## src/rtl/wb4_sram_ctrl_pkg.sv

```systemverilog
// Shared FSM encoding and width helper for the WB4 asynchronous-SRAM controller.
package wb4_sram_ctrl_pkg;

  typedef enum logic [1:0] {
    IDLE   = 2'd0,
    RD     = 2'd1,
    WR     = 2'd2,
    WRHOLD = 2'd3
  } state_e;

  function automatic int clog2(input int value);
    int r;
    r = 0;
    while ((1 << r) < value) r++;
    return r;
  endfunction

endpackage

```

## src/rtl/wb4_sram_rdbuf.sv

```systemverilog
// One-entry read buffer: word tag, valid bit and data, kept coherent with writes to the same word.
module wb4_sram_rdbuf import wb4_sram_ctrl_pkg::*; #(
  parameter int ARCHBITSZ     = 32,
  parameter int SRAMADDRBITSZ = 18
) (
  input  logic                     clk_i,
  input  logic                     rst_ni,
  input  logic [SRAMADDRBITSZ-1:0] lookup_addr_i,
  output logic                     hit_o,
  output logic [ARCHBITSZ-1:0]     data_o,
  input  logic                     fill_i,
  input  logic [SRAMADDRBITSZ-1:0] fill_addr_i,
  input  logic [ARCHBITSZ-1:0]     fill_data_i,
  input  logic                     wr_i,
  input  logic [SRAMADDRBITSZ-1:0] wr_addr_i,
  input  logic [ARCHBITSZ-1:0]     wr_data_i,
  input  logic [ARCHBITSZ/8-1:0]   wr_sel_i
);

  localparam int LANES = ARCHBITSZ / 8;

  logic                     valid_q, valid_d;
  logic [SRAMADDRBITSZ-1:0] tag_q, tag_d;
  logic [ARCHBITSZ-1:0]     data_q, data_d;

  assign hit_o  = valid_q && (tag_q == lookup_addr_i);
  assign data_o = data_q;

  always_comb begin
    valid_d = valid_q;
    tag_d   = tag_q;
    data_d  = data_q;
    if (fill_i) begin
      valid_d = 1'b1;
      tag_d   = fill_addr_i;
      data_d  = fill_data_i;
    end else if (wr_i && valid_q && (wr_addr_i == tag_q)) begin
      for (int b = 0; b < LANES; b++) begin
        if (wr_sel_i[b]) data_d[8*b +: 8] = wr_data_i[8*b +: 8];
      end
    end
  end

  always_ff @(posedge clk_i or negedge rst_ni) begin
    if (!rst_ni) begin
      valid_q <= 1'b0;
      tag_q   <= '0;
      data_q  <= '0;
    end else begin
      valid_q <= valid_d;
      tag_q   <= tag_d;
      data_q  <= data_d;
    end
  end

endmodule

```

## src/rtl/wb4_sram_ctrl.sv

```systemverilog
// Pipelined WB4 slave driving an asynchronous SRAM, one access at a time, programmable wait states.
// Define WB4_SRAM_CTRL_RDBUF_EN to add a one-entry read buffer that answers repeat reads without an SRAM cycle.
module wb4_sram_ctrl import wb4_sram_ctrl_pkg::*; #(
  parameter int ARCHBITSZ     = 32,
  parameter int SRAMADDRBITSZ = 18,
  parameter int RDWAITCYCLES  = 2,
  parameter int WRWAITCYCLES  = 2
) (
  input  logic                     wb4_clk_i,
  input  logic                     wb4_rst_i,
  input  logic                     wb4_cyc_i,
  input  logic                     wb4_stb_i,
  input  logic                     wb4_we_i,
  input  logic [ARCHBITSZ-1:0]     wb4_addr_i,
  input  logic [ARCHBITSZ-1:0]     wb4_data_i,
  input  logic [ARCHBITSZ/8-1:0]   wb4_sel_i,
  output logic                     wb4_stall_o,
  output logic                     wb4_ack_o,
  output logic [ARCHBITSZ-1:0]     wb4_data_o,
  output logic [SRAMADDRBITSZ-1:0] sram_addr_o,
  output logic [ARCHBITSZ-1:0]     sram_dq_o,
  output logic                     sram_dq_oe_o,
  input  logic [ARCHBITSZ-1:0]     sram_dq_i,
  output logic                     sram_ce_n_o,
  output logic                     sram_oe_n_o,
  output logic                     sram_we_n_o,
  output logic [ARCHBITSZ/8-1:0]   sram_be_n_o
);

  localparam int LANES = ARCHBITSZ / 8;
  localparam int LSB   = clog2(LANES);
  localparam int MAXWC = (RDWAITCYCLES > WRWAITCYCLES) ? RDWAITCYCLES : WRWAITCYCLES;
  localparam int CNTW  = clog2(MAXWC + 1);

  state_e                   state_q, state_d;
  logic [CNTW-1:0]          cnt_q, cnt_d;
  logic                     ack_q, ack_d;
  logic [ARCHBITSZ-1:0]     data_q, data_d;
  logic [SRAMADDRBITSZ-1:0] addr_q, addr_d;
  logic [ARCHBITSZ-1:0]     dq_q, dq_d;
  logic                     dq_oe_q, dq_oe_d;
  logic                     ce_n_q, ce_n_d;
  logic                     oe_n_q, oe_n_d;
  logic                     we_n_q, we_n_d;
  logic [LANES-1:0]         be_n_q, be_n_d;
  logic                     abort_q, abort_d;

  logic                     accept;
  logic                     rd_last;
  logic                     wr_last;
  logic [SRAMADDRBITSZ-1:0] req_word;
  logic                     buf_hit;
  logic [ARCHBITSZ-1:0]     buf_data;
  logic                     unused_addr;

  // Word address wraps modulo the SRAM size; byte-lane bits come from sel instead.
  assign req_word    = wb4_addr_i[LSB +: SRAMADDRBITSZ];
  assign unused_addr = ^wb4_addr_i;

  assign accept  = (state_q == IDLE) && wb4_cyc_i && wb4_stb_i;
  assign rd_last = (state_q == RD) && (cnt_q == CNTW'(RDWAITCYCLES - 1));
  assign wr_last = (state_q == WR) && (cnt_q == CNTW'(WRWAITCYCLES - 1));

`ifdef WB4_SRAM_CTRL_RDBUF_EN
  logic rdbuf_hit;

  wb4_sram_rdbuf #(
    .ARCHBITSZ     (ARCHBITSZ),
    .SRAMADDRBITSZ (SRAMADDRBITSZ)
  ) u_rdbuf (
    .clk_i         (wb4_clk_i),
    .rst_ni        (wb4_rst_i),
    .lookup_addr_i (req_word),
    .hit_o         (rdbuf_hit),
    .data_o        (buf_data),
    .fill_i        (rd_last),
    .fill_addr_i   (addr_q),
    .fill_data_i   (sram_dq_i),
    .wr_i          (accept && wb4_we_i),
    .wr_addr_i     (req_word),
    .wr_data_i     (wb4_data_i),
    .wr_sel_i      (wb4_sel_i)
  );

  assign buf_hit = accept && !wb4_we_i && rdbuf_hit;
`else
  assign buf_hit  = 1'b0;
  assign buf_data = '0;
`endif

  always_ff @(posedge wb4_clk_i or negedge wb4_rst_i) begin
    if (!wb4_rst_i) state_q <= IDLE;
    else            state_q <= state_d;
  end

  always_comb begin
    state_d = state_q;
    case (state_q)
      IDLE:    if (accept && !buf_hit) state_d = wb4_we_i ? WR : RD;
      RD:      if (rd_last) state_d = IDLE;
      WR:      if (wr_last) state_d = WRHOLD;
      WRHOLD:  state_d = IDLE;
      default: state_d = IDLE;
    endcase
  end

  // Strobes are registered so the SRAM pins never see decode glitches.
  always_comb begin
    cnt_d   = cnt_q;
    ack_d   = 1'b0;
    data_d  = data_q;
    addr_d  = addr_q;
    dq_d    = dq_q;
    dq_oe_d = dq_oe_q;
    ce_n_d  = ce_n_q;
    oe_n_d  = oe_n_q;
    we_n_d  = we_n_q;
    be_n_d  = be_n_q;
    abort_d = abort_q;
    case (state_q)
      IDLE: begin
        if (buf_hit) begin
          ack_d  = 1'b1;
          data_d = buf_data;
        end else if (accept) begin
          addr_d  = req_word;
          be_n_d  = ~wb4_sel_i;
          cnt_d   = '0;
          ce_n_d  = 1'b0;
          abort_d = 1'b0;
          if (wb4_we_i) begin
            dq_d    = wb4_data_i;
            dq_oe_d = 1'b1;
            we_n_d  = 1'b0;
          end else begin
            oe_n_d  = 1'b0;
          end
        end
      end
      RD: begin
        if (!wb4_cyc_i) abort_d = 1'b1;
        if (rd_last) begin
          data_d = sram_dq_i;
          ack_d  = wb4_cyc_i && !abort_q;
          oe_n_d = 1'b1;
          ce_n_d = 1'b1;
          be_n_d = '1;
        end else begin
          cnt_d = cnt_q + CNTW'(1);
        end
      end
      WR: begin
        if (!wb4_cyc_i) abort_d = 1'b1;
        if (wr_last) we_n_d = 1'b1;
        else         cnt_d  = cnt_q + CNTW'(1);
      end
      WRHOLD: begin
        ack_d   = wb4_cyc_i && !abort_q;
        dq_oe_d = 1'b0;
        ce_n_d  = 1'b1;
        be_n_d  = '1;
      end
      default: ;
    endcase
  end

  always_ff @(posedge wb4_clk_i or negedge wb4_rst_i) begin
    if (!wb4_rst_i) begin
      cnt_q   <= '0;
      ack_q   <= 1'b0;
      data_q  <= '0;
      addr_q  <= '0;
      dq_q    <= '0;
      dq_oe_q <= 1'b0;
      ce_n_q  <= 1'b1;
      oe_n_q  <= 1'b1;
      we_n_q  <= 1'b1;
      be_n_q  <= '1;
      abort_q <= 1'b0;
    end else begin
      cnt_q   <= cnt_d;
      ack_q   <= ack_d;
      data_q  <= data_d;
      addr_q  <= addr_d;
      dq_q    <= dq_d;
      dq_oe_q <= dq_oe_d;
      ce_n_q  <= ce_n_d;
      oe_n_q  <= oe_n_d;
      we_n_q  <= we_n_d;
      be_n_q  <= be_n_d;
      abort_q <= abort_d;
    end
  end

  assign wb4_stall_o  = (state_q != IDLE);
  assign wb4_ack_o    = ack_q;
  assign wb4_data_o   = data_q;
  assign sram_addr_o  = addr_q;
  assign sram_dq_o    = dq_q;
  assign sram_dq_oe_o = dq_oe_q;
  assign sram_ce_n_o  = ce_n_q;
  assign sram_oe_n_o  = oe_n_q;
  assign sram_we_n_o  = we_n_q;
  assign sram_be_n_o  = be_n_q;

endmodule

```

## config.mk

```make
export PLATFORM = sky130hd
export DESIGN_NAME = wb4_sram_ctrl
export DESIGN_NICKNAME = d
export VERILOG_FILES = /design/src/rtl/wb4_sram_ctrl_pkg.sv /design/src/rtl/wb4_sram_rdbuf.sv /design/src/rtl/wb4_sram_ctrl.sv
export SDC_FILE = /design/constraint.sdc
export NUM_CORES = 1
export LEC_CHECK = 0
export ABC_AREA = 1
export BUFFER_PORTS_ARGS = -buffer_cell sky130_fd_sc_hd__buf_4
export CAP_MARGIN = 40
export CORE_MARGIN = 3
export CORE_UTILIZATION = 48
export CTS_CLUSTER_DIAMETER = 200
export CTS_CLUSTER_SIZE = 16
export DETAILED_ROUTE_END_ITERATION = 7
export GPL_ROUTABILITY_DRIVEN = 0
export GPL_TIMING_DRIVEN = 0
export PLACE_DENSITY_LB_ADDON = 0.25
export SYNTH_ARGS = -nofsm -noshare
export SYNTH_HDL_FRONTEND = slang
export SYNTH_SLANG_ARGS = --single-unit
export TNS_END_PERCENT = 5
```

## constraint.sdc

```tcl
create_clock -name wb4_clk_i -period 2.3 [get_ports wb4_clk_i]
set_input_delay 0.23 -clock wb4_clk_i [delete_from_list [all_inputs] [get_ports wb4_clk_i]]
set_output_delay 0.23 -clock wb4_clk_i [all_outputs]
set_load 0.01 [all_outputs]
```

# After elaboration in Yosys (flattened, before gate mapping)
# Cells that the tools add are included.
[totals]
register_bits = 96
latchBits = 0
ramBits = 0
romBits = 0
in_bits = 105
output_inout_bits = 92
wordCells = 80
memories = 0
[op_classes]
n_addsub = 1
n_mul = 0
div = 0
n_lt_le_gt_ge = 0
eq_ne = 12
n_shift = 0
n_mux = 29
n_bitwise = 1
n_reduce_logical = 25
[ops]
columns = ["operator", "count"]
rows = [
  ["!= test 2 bit, second input constant", 8],
  ["AND reduction 3 bit", 5],
  ["two-way mux 2 bit", 7],
  ["case mux 4 bit (3 select lines)", 1],
  ["AND reduction 4 bit", 3],
  ["two-way mux 1 bit", 11],
  ["case mux 1 bit (2 select lines)", 5],
  ["nonzero test 2 bit", 5],
  ["two-way mux 4 bit", 2],
  ["case mux 2 bit (4 select lines)", 1],
  ["case mux 2 bit (3 select lines)", 1],
  ["nonzero test 3 bit", 2],
  ["logical AND 1 bit", 5],
  ["equality test 2 x 1 -> 1 bit, second input constant", 2],
  ["equality test 2 bit, second input constant", 2],
  ["inverter 4 bit", 1],
  ["AND reduction 2 bit", 2],
  ["case mux 1 bit (3 select lines)", 1],
  ["adder 2 x 1 -> 2 bit, second input constant", 1],
  ["logical NOT 2 bit", 1],
  ["OR reduction 2 bit", 1],
  ["logical NOT 1 bit", 1],
]

# Depth between registers and ports, before layout
[logic_depth]
depth_word = 5
depth_mapped = 10
depth_no_buf = 8

# Worst setup path before layout
# Ideal clock, no wire load.
[synth_path]
path_type = "reg2reg"
from = "reg state_q[0]"
to = "reg state_q[0]"
setup_ns = 0.117
arrival_ns = 1.295
required_time_ns = 2.183
setup_slack_ns = 0.888
stages_incl_launch_ff = 11
n_path_buf = 2
period_less_slack_ns = 1.412
cell_sequence = "dfrtp_1 inv_1 ha_1 buf_6 inv_2 a21oi_2 nor2_1 buf_4 nand2_1 nand2_1 nand2_1"
[synth_via]
elab_chain_cells = 5
word_cells_on_any_way = 13
cone_classes = "6 x eq/ne; 1 x mux; 6 x reduce/logical"
[synth_lines]
columns = ["item", "line", "source"]
rows = [
  ["start, declared", "wb4_sram_ctrl.sv:35", "state_e state_q, state_d;"],
  ["start signal, assigned", "wb4_sram_ctrl.sv:93", "else state_q <= state_d;"],
  ["logical NOT 2 bit", "wb4_sram_ctrl.sv:60, wb4_sram_ctrl.sv:98", ""],
  ["logical AND 1 bit (2 in series)", "wb4_sram_ctrl.sv:60", "assign accept = (state_q == IDLE) && wb4_cyc_i && wb4_stb_i;"],
  ["!= test 2 bit (no line)", "--", ""],
  ["AND reduction 3 bit (no line)", "--", ""],
]
# Several ways; a longest one is shown, not always the timed one.
# A chain may end at the register's enable or synchronous reset.

# Worst setup path in the final report
[layout_path]
from = "reg state_q[0]"
to = "reg dq_q[18] (netlist: sram_dq_o[18])"
[layout_via]
elab_chain_cells = 4
[layout_lines]
columns = ["item", "line", "source"]
rows = [
  ["logical NOT 2 bit *", "wb4_sram_ctrl.sv:60, wb4_sram_ctrl.sv:120", ""],
  ["logical AND 1 bit (2 in series)", "wb4_sram_ctrl.sv:60", ""],
  ["AND reduction 3 bit (no line) *", "--", ""],
  ["end signal, assigned", "wb4_sram_ctrl.sv:185", "dq_q <= dq_d;"],
  ["end, declared", "wb4_sram_ctrl.sv:40", "logic [ARCHBITSZ-1:0] dq_q, dq_d;"],
]
# Mark *: on every way between the ends. The rest lies on a longest branch, timed or not.

==> results.md <==
STA:
- The normalized max-slew margin is 0.581.
- Subtracting the final worst setup slack from the clock period gives 1.62 ns.
- The final critical-path share of the clock period is 0.703.
- The final sum of negative setup slack is 0 ns.
- The final number of hold-violating endpoints was 0.
- The worst-margin pin slew is 0.629 ns.
- On the final layout, the worst clock skew is 0.0128 ns.
- The final setup violation count is 0.
- The max-slew violation total from the final report is 0.
- Setup repair after global routing left no endpoint under its margin.
- The highest achievable clock rate is 0.618 GHz.

Worst setup path:
- Following the worst setup path forward leads to its endpoint at sram_dq_o[18].
- STA classifies the critical path endpoint as a flip-flop.
- In this run the critical register-to-register path is launched from state_q[0].
- The critical path data required time is 2.55 ns.
- STA classifies the critical path startpoint as a flip-flop.
- The depth of the worst register-to-register path is 7.
- Data arrives at the worst endpoint at 1.87 ns.
- The terminus of the critical flop-to-flop path is sram_dq_o[18].
- The critical path starts at state_q[0].
- Of all nets on the critical path, the largest fanout is 10.
- The critical path is of the reg2reg type.
- The slack of the worst reg-to-reg path is 0.68 ns.

GRT:
- The via count of the first global-routing pass is 3324.
- For this run, the total global-route usage over all layers was measured as 0.204.
- After global routing the overflow that remains totals 0.
- The initial antenna violation count is 0.
- The first global-routing pass estimated 14700 µm of wire.
- The largest net degree at the start of global routing is 50.

Yosys:
- The synthesized design spends more area on one cell type than any other, namely sky130_fd_sc_hd__dfrtp_1.
- Synthesis produced a netlist with a net count of 557.
- After synthesis, the most frequently instantiated cells are sky130_fd_sc_hd__nand2_1, sky130_fd_sc_hd__dfrtp_1, sky130_fd_sc_hd__o21ai_0, sky130_fd_sc_hd__inv_1, sky130_fd_sc_hd__nand3_1.
- Yosys attributes the largest share of cell area to sky130_fd_sc_hd__dfrtp_1, sky130_fd_sc_hd__nand2_1, sky130_fd_sc_hd__o21ai_0, sky130_fd_sc_hd__dfstp_2, sky130_fd_sc_hd__inv_1.
- The number of synthesized register bits is 96.
- The number of warnings reported in the yosys synthesis log is 0.
- The instance count of the mapped netlist is 447.
- The share of the synthesized area in the top cell type is 0.566.
- The most frequently used flop master after synthesis is sky130_fd_sc_hd__dfrtp_1.
- The synthesized netlist occupies a cell area of 3940 µm².
- The average size of a mapped cell is 8.81 µm².
- The most common cell in the synthesized netlist is sky130_fd_sc_hd__nand2_1.
- The number of different library cells used by synthesis comes to 20.
- The part of the Yosys area used for sequential elements is 0.613.
- In the synthesized netlist the async set-or-reset flop fraction comes to 1.00.
- In this run, synthesis inferred 0 flip-flops with an integrated enable.

Die:
- The die area is 9320 µm².
- For this design the top-level I/O count stands at 197.
- The number of placement rows is 32.
- The starting utilization of the core area is 0.502.
- The die is 96.6 µm tall.
- The placeable core region is 7850 µm².
- The die is 96.6 µm wide.

Layout:
- The count of antenna diodes in the layout is 0.
- In the final layout, the share of cells above drive strength 1 is 0.342.
- The finished cells cover 5650 µm².
- The final layout contains 752 nets.
- The area added between synthesis and finish is 43.5%.
- For this run, the share of the core covered by cells in the final layout is 0.720.

Clock network:
- The tree is rooted in a sky130_fd_sc_hd__clkbuf_8.
- Buffers inserted to repair hold after CTS numbered 1.
- The maximum clock insertion buffer count is 2.
- The tree built by TritonCTS fans out to 96 sinks.
- CTS built an H-tree with a depth of 3.
- TritonCTS built the clock tree.
- Clock latency on the worst-skew pair, taken at its later pin, is 0.36 ns.
- In this run the post-CTS setup repair buffer count came out at 0.
- TritonCTS created 9 clock buffers.
- The clock transition at the registers of the reported paths is 0.10 ns.
- The number of gates resized after CTS was 0.

Detailed routing:
- The DRC violations left is 0.
- The detail-routed via count per cell is 4.76.
- The total wire length is 9800 µm.
- The number of violations reported at the end of detailed-routing iteration 0 is 116.
- The count of nets left with antenna violations once routing finished came out at 0.
- The number of detailed-route iterations in the first pass is 5.
- The detailed router placed 3563 vias in this run.
- The routed length per placed instance is 13.1 µm.

Flow run:
- The max-cap violation count is 0.

Placed design:
- The HPWL reported at the end of detailed placement is 7460 µm.
- The port buffer count is 182.
- The post-place instance area is 5460 µm².

Power:
- The peak supply drop is 0.647 mV.
- The power density relative to cell area is 1290 nW/µm².
- The leakage dissipation is 3.13 nW.

Status:
- The run finished with clean final reports.

Min path:
- The type of the most critical hold path is in2reg.
placed cells by master (no fill, tap or decap), drive strengths merged:
cell type | synthesis | final
a21oi | 1 | 1
buf | 10 | 193
clkbuf | 11 | 22
clkinv | 0 | 2
clkinvlp | 0 | 2
dfrtp | 89 | 89
dfstp | 7 | 7
dlygate4sd3 | 0 | 1
ha | 5 | 5
inv | 29 | 30
nand2 | 217 | 217
nand3 | 13 | 13
nand4 | 1 | 1
nor2 | 8 | 8
o21a | 1 | 1
o21ai | 54 | 54
o31ai | 1 | 1
flip-flops by register name, indices dropped and copies added (netlist names):
register,count
sram_we_n_o,1
state_q,2
wb4_ack_o,1
sram_addr_o,18
wb4_data_o,32
sram_dq_oe_o,1
sram_ce_n_o,1
abort_q,1
cnt_q,2
sram_dq_o,32
sram_oe_n_o,1
sram_be_n_o,4
area by class of cell:
type                       count  area [µm²]
timing repair buffer         184        1400
clock inverter                 5        41.3
buffer                        21         121
sequential                    96        2410
multi-input combinational    301        1290
fill                         617        2200
inverter                      29         109
tap                          102         128
clock buffer                  11         141
stage by stage:
step / setup WS, ns / std cells / hold slack, ns / total power [mW]
floorplan: 0.888 / 447 / -0.0656 / 4.53
global placement: 0.775 / 731 / 0.417 / 6.16
detailed placement: 0.670 / 732 / 0.286 / 6.32
CTS: 0.660 / 749 / 0.0538 / 7.34
global route: 0.533 / 749 / 0.0513 / 7.84
finish: 0.682 / 749 / 0.0636 / 7.27
worst max-delay path, cell delays in order, from the launching register on:
cell                       delay [ns]
sky130_fd_sc_hd__dfrtp_1         0.42
sky130_fd_sc_hd__inv_1           0.10
sky130_fd_sc_hd__ha_1            0.17
sky130_fd_sc_hd__buf_6           0.14
sky130_fd_sc_hd__nand3_4         0.14
sky130_fd_sc_hd__clkbuf_1        0.24
sky130_fd_sc_hd__o21ai_0         0.23
sky130_fd_sc_hd__nand2_1         0.07
cells by family (layout without fill, tap and decap cells):
family,Yosys count,count (layout),synth area share
simple gates,239,239,0.238
flops,96,96,0.613
buf+inv,50,250,0.0585
compound gates,57,57,0.0747
fa+ha+maj,5,5,0.0159
routing by layer:
layer | track usage | routed length (µm)
met1 | 0.240 | 3890
met2 | 0.343 | 4770
met3 | 0.0612 | 902
met4 | 0.0981 | 240
met5 | 0 | 0
report_power, final:
group	switching (mW)	internal [mW]
clock	0.589	0.431
sequential	0.440	2.54
combinational	1.69	1.58
how the worst min path moves through the flow:
stage | to | depth (start not counted) | slack, ns | from
after global routing | wb4_data_o[16] | 3 | 0.05 | sram_dq_i[16]
final | wb4_data_o[4] | 3 | 0.06 | sram_dq_i[4]
after detailed placement | wb4_data_o[21] | 1 | 0.29 | wb4_rst_i
after CTS | wb4_data_o[15] | 3 | 0.05 | sram_dq_i[15]
after global placement | wb4_ack_o | 1 | 0.42 | abort_q
after floorplan | abort_q | 0 | -0.07 | wb4_rst_i
Note: power is estimated with default switching activity, not from simulation.
